`src/rtl/shift_rx.sv`:
```
// shift_rx: LSB-first serial-to-parallel receiver with a one-entry output
// register, valid/ready hand-off and a sticky overrun flag.
module shift_rx #(
    parameter int WIDTH = 8
) (
    input  logic                     Clk,
    input  logic                     Reset_n,
    input  logic                     Bit_In,
    input  logic                     Bit_Valid,
    input  logic                     Frame_Start,
    input  logic                     Data_Ready,
    input  logic                     Overrun_Clr,
    output logic [WIDTH-1:0]         Data_Out,
    output logic                     Data_Valid,
    output logic                     Busy,
    output logic [$clog2(WIDTH)-1:0] Bit_Count,
    output logic                     Overrun
);
    localparam int CW = $clog2(WIDTH);
    localparam logic [CW-1:0] LAST = CW'(WIDTH - 1);

    typedef enum logic {
        EMPTY = 1'b0,
        FULL  = 1'b1
    } state_e;

    state_e           state_q;
    logic [WIDTH-1:0] sr_q;
    logic [WIDTH-1:0] data_q;
    logic [CW-1:0]    cnt_q;
    logic             overrun_q;

    logic [WIDTH-1:0] sr_d;
    logic [CW-1:0]    cnt_d;
    logic             wordDone;
    logic             loadOk;

    // A bit arriving with Frame_Start is bit 0 of a new word, so it never completes one.
    assign sr_d     = {Bit_In, sr_q[WIDTH-1:1]};
    assign wordDone = Bit_Valid && !Frame_Start && (cnt_q == LAST);
    assign loadOk   = wordDone && ((state_q == EMPTY) || Data_Ready);

    always_comb begin
        cnt_d = cnt_q;
        if (Frame_Start) begin
            cnt_d = Bit_Valid ? CW'(1) : '0;
        end else if (Bit_Valid) begin
            cnt_d = wordDone ? '0 : cnt_q + CW'(1);
        end
    end

    always_ff @(posedge Clk or negedge Reset_n) begin
        if (!Reset_n) begin
            state_q   <= EMPTY;
            sr_q      <= '0;
            data_q    <= '0;
            cnt_q     <= '0;
            overrun_q <= 1'b0;
        end else begin
            cnt_q <= cnt_d;
            if (Bit_Valid) begin
                sr_q <= sr_d;
            end

            case (state_q)
                EMPTY: begin
                    if (wordDone) begin
                        data_q  <= sr_d;
                        state_q <= FULL;
                    end
                end
                FULL: begin
                    if (loadOk) begin
                        data_q <= sr_d;
                    end else if (Data_Ready) begin
                        state_q <= EMPTY;
                    end
                end
                default: state_q <= EMPTY;
            endcase

            // A drop outranks a clear landing on the same edge.
            if (wordDone && !loadOk) begin
                overrun_q <= 1'b1;
            end else if (Overrun_Clr) begin
                overrun_q <= 1'b0;
            end
        end
    end

    assign Data_Out   = data_q;
    assign Data_Valid = (state_q == FULL);
    assign Busy       = (cnt_q != '0);
    assign Bit_Count  = cnt_q;
    assign Overrun    = overrun_q;

endmodule

```
`config.mk`:
```
export PLATFORM = sky130hd
export DESIGN_NAME = shift_rx
export DESIGN_NICKNAME = d
export VERILOG_FILES = /design/src/rtl/shift_rx.sv
export SDC_FILE = /design/constraint.sdc
export NUM_CORES = 1
export LEC_CHECK = 0
export ABC_AREA = 1
export CORE_MARGIN = 8
export CORE_UTILIZATION = 40
export DETAILED_ROUTE_END_ITERATION = 12
export HOLD_SLACK_MARGIN = 0.02
export PLACE_DENSITY = 0.67
export SKIP_CTS_REPAIR_TIMING = 1
export SLEW_MARGIN = 20
export SYNTH_ARGS = -nofsm -noshare
export SYNTH_HDL_FRONTEND = slang
export SYNTH_SLANG_ARGS = --single-unit
export TNS_END_PERCENT = 20
```
`constraint.sdc`:
```
create_clock -name Clk -period 1.5 [get_ports Clk]
set_input_delay 0.225 -clock Clk [delete_from_list [all_inputs] [get_ports Clk]]
set_output_delay 0.225 -clock Clk [all_outputs]
set_load 0.01 [all_outputs]
```
* Yosys cells after proc, flatten, opt, wreduce, memory -nomap -nowiden
Index checks and enable logic that the tools add are counted.
Word-level totals: register bits 21, bits of input ports 7, output and inout port bits 14, word-level logic and storage cells 34
Cells by class: add/sub/neg operators 1, equality and inequality tests 3, muxes and demuxes 13, bitwise operators 1, reduce and logical (&&, ||, !) cells 11
Operator list (number):
- 8-bit 2-to-1 mux | 2
- 8-bit one-hot mux with 2 select lines | 1
- 3-bit 2-to-1 mux | 3
- 1-bit 2-to-1 mux | 6
- 1-bit logical AND | 4
- 2-bit nonzero test | 2
- 3-bit by 1-bit adder with 3-bit output (second input constant) | 1
- 3-bit equality test (second input constant) | 1
- 3-bit nonzero test | 1
- 1-bit zero test | 2
- 2-bit by 1-bit inequality test with 1-bit output (second input constant) | 1
- 2-bit inequality test (second input constant) | 1
- 1-bit one-hot mux with 2 select lines | 1
- 2-bit AND reduction | 1
- 1-bit logical OR | 1
- 1-bit inverter | 1

* Logic depth before layout (Yosys ltp)
depth in word-level cells 7, mapped depth 6, depth with buffers taken out 5

* Worst setup path before layout
No wires, ideal clock.
path type register to register, from register cnt_q[0], in the netlist Bit_Count[0], to register cnt_q[0], in the netlist Bit_Count[0], setup time 0.077 ns, data arrival time 1.226 ns, required time 1.423 ns, setup slack 0.196 ns, stages on the path, launching flop included 7, path buffers 1, clock period less this slack 1.304 ns, cell sequence dfrtp_1 ha_1 ha_1 buf_2 inv_1 nand2_1 a21oi_1
Between the ends: cells in the longest elaborated chain, start to end 5, elaborated cells between the ends (all ways) 6, classes of those cells 1 x add/sub; 1 x eq/ne; 3 x mux; 1 x reduce/logical
Ends and longest elaborated chain:
- start, declared | RTL line 30 | logic [CW-1:0] cnt_q;
- start signal, assigned | RTL line 60 | cnt_q <= cnt_d;
- parallel branches: the longest is 2 deep, another holds 3-bit by 1-bit adder with 3-bit output
- 3-bit 2-to-1 mux * | RTL line 48 | cnt_d = wordDone ? '0 : cnt_q + CW'(1);
- 3-bit 2-to-1 mux * | RTL line 47 | end else if (Bit_Valid) begin
- 3-bit 2-to-1 mux * | RTL line 45 | if (Frame_Start) begin
Every way passes the cells marked *. The select of a mux whose other input is x is not followed. A chain may end at the register's enable or synchronous reset.

* Final worst setup path
from register cnt_q[0], in the netlist Bit_Count[0], to output Busy
Between the ends: cells in the longest elaborated chain, start to end 1
Ends and longest elaborated chain:
- 3-bit nonzero test | RTL line 93 | assign Busy = (cnt_q != '0);
- end, declared | RTL line 15 | output logic Busy,
No other way between the ends.

==> run summary <==
Status = completed
Final Total Pwr = 0.00122 W
Leak pwr = 0.672 nW
Synth-to-layout area growth = 36.3%
Syn Area/Cell = 9.40 um2
Final GP Congestion = 0.764
Dominant cells by area after synthesis = dfrtp_1 (57%), nand2_1 (15%), nand4_1 (5.7%)
Layout cells sized above 1 = 0.116
# fillers = 197
Worst min path class = in -> async
Pre-CTS setup slack = 19.6 ps
Commonest non-fill, non-tap cell in the layout = nand2_1
Clock Path Buffers = 2
Via-per-instance ratio = 4.89
Die H = 63.0 um
Syn. warnings = 0
Final Cell Area = 1200 um2
Residual DRC = 0
Wire length of the first global-routing pass = 3060 um
Max Slew Vio Count = 0
Post-synth top area cell = dfrtp_1
Most frequent cells in the layout = nand2_1 (36), dfrtp_1 (20), clkdlybuf4s50_1 (15)
WP data required = 1270 ps
Share of the yosys chip area belonging to registers = 0.567
# diodes = 0
Final net count = 132
Layout Utilization = 0.560
Largest net degree at the start of global routing = 21
Final setup fails = 0
Max Fclk = 0.698 GHz
Chip Width = 63.0 um
Initial core utilization = 0.411
PwrDens = 1010 nW/um2
Relative slew slack = 0.831
Hold Slack = 241 ps
Setup crit start kind = flip-flop
Final setup margin = 66.6 ps
Worst-Margin Slew = 254 ps
Clk_lat worst skew = 300 ps
CTS tree = done
Core Footprint = 2150 um2
Initial antenna violation count = 0
Syn Inst Count = 94
Overall global routing resource usage = 0.0934
Synth Register Bits = 20
CTS sink cnt = 20
Routed wire length = 1740 um
Clk slew on worst S/H paths = 120 ps
CP Max Fanout = 3
Wirelength per Cell = 11.7 um
CP endpoint kind = output pin
CTS Buf Count = 3
Syn nets = 104
Max cap viols = 0
Area after DPL = 1120 um2
Yosys top cell area share = 0.567
Port Buf Inserts = 20
CP Data Arrival Time = 1210 ps
ANT nets after route = 0
Vias in the first global route = 733
Distinct cells, synth = 14
Fin. Hold Viols = 0
Final worst path period share = 0.956
# rows = 17
CP Class = reg -> out
Final Skew = 5.70 ps
Iter 0 DRT Violations = 22
CTS Root Cell = clkbuf_4
Max VDD drop = 694 uV
Detailed placement HPWL = 1330 um
Synth Cell Area = 883 um2
I/O pin cnt = 21
H-Tree Depth = 1
1st-pass router iterations = 6
Die Footprint = 3970 um2
Via count = 728
Total gr overflow = 0
Minimum clock period = 1430 ps
state kept, by name (all words and copies together), names as in the netlist:
signal	cells
Bit_Count	3
sr_q	7
Data_Valid	1
Overrun	1
Data_Out	8
power by group:
| part | switching, W | total [W] | internal [W] |
|---|---|---|---|
| registers | 0.0000285 | 0.000609 | 0.000580 |
| clock network | 0.000170 | 0.000441 | 0.000270 |
| logic | 0.0000833 | 0.000168 | 0.0000847 |
per-layer routing:
layer,wire (um),vias up,global-route usage
met2,887,19,0.159
met4,51,0,0.0741
met3,67,6,0.0215
met1,737,350,0.0960
li1,-,353,-
met5,0,-,0
cells in the mapped netlist:
master   number
nand2_1      36
dfrtp_1      20
inv_1         9
nand4_1       8
o21ai_0       5
ha_1          3
a21oi_1       2
buf_2         2
buf_6         2
nand3_1       2
o21ai_1       2
inv_6         1
nand3_2       1
nor2_8        1
final timing paths:
check | from | end | slack [ps] | cells after the start
hold reg to reg | Data_Out[5]$_DFFE_PN0P_ | Data_Out[5]$_DFFE_PN0P_ | 480 | 2
max in group asynchronous | Reset_n | Data_Out[7]$_DFFE_PN0P_ | 1050 | 2
setup / recovery | Bit_Count[0]$_DFFE_PN0P_ | Busy | 70 | 4
min in group Clk | Data_Out[5]$_DFFE_PN0P_ | Data_Out[5]$_DFFE_PN0P_ | 480 | 2
hold / removal | Reset_n | sr_q[5]$_DFFE_PN0P_ | 240 | 2
setup reg to reg | Bit_Count[0]$_DFFE_PN0P_ | Data_Out[7]$_DFFE_PN0P_ | 80 | 6
area by class of cell:
class	instances	area, um2	share of cell area
clock buffers	3	22.5	0.0187
well taps	28	35.0	0.0291
flip-flops and latches	20	500	0.416
inverters	10	42.5	0.0353
repair buffers	27	265	0.220
clock inverters	1	30.0	0.0249
multi-input cells	60	308	0.256
kinds of logic after synthesis:
family                   count (synthesis)  synth area share
AND/OR/NAND/NOR                         48             0.255
adder cells (fa/ha/maj)                  3            0.0425
buffers and inverters                   14            0.0850
AO/OA/AOI/OAI                            9            0.0510
flip-flops                              20             0.567
worst max-delay path: stages (launching register included):
cell and delay (ps):
dfrtp_1 400, inv_1 80, ha_1 200, nand2_1 60, dlymetal6s2s_1 150
metrics by stage:
| step | setup TNS (ps) | std cells |
|---|---|---|
| 2_1_floorplan | 0 | 94 |
| 3_3_place_gp | 0 | 143 |
| 3_5_place_dp | 0 | 143 |
| 4_1_cts | -351 | 147 |
| 5_1_grt | -10.4 | 149 |
| 6_report | 0 | 149 |
No activity file was read; power rests on OpenSTA's default activity.
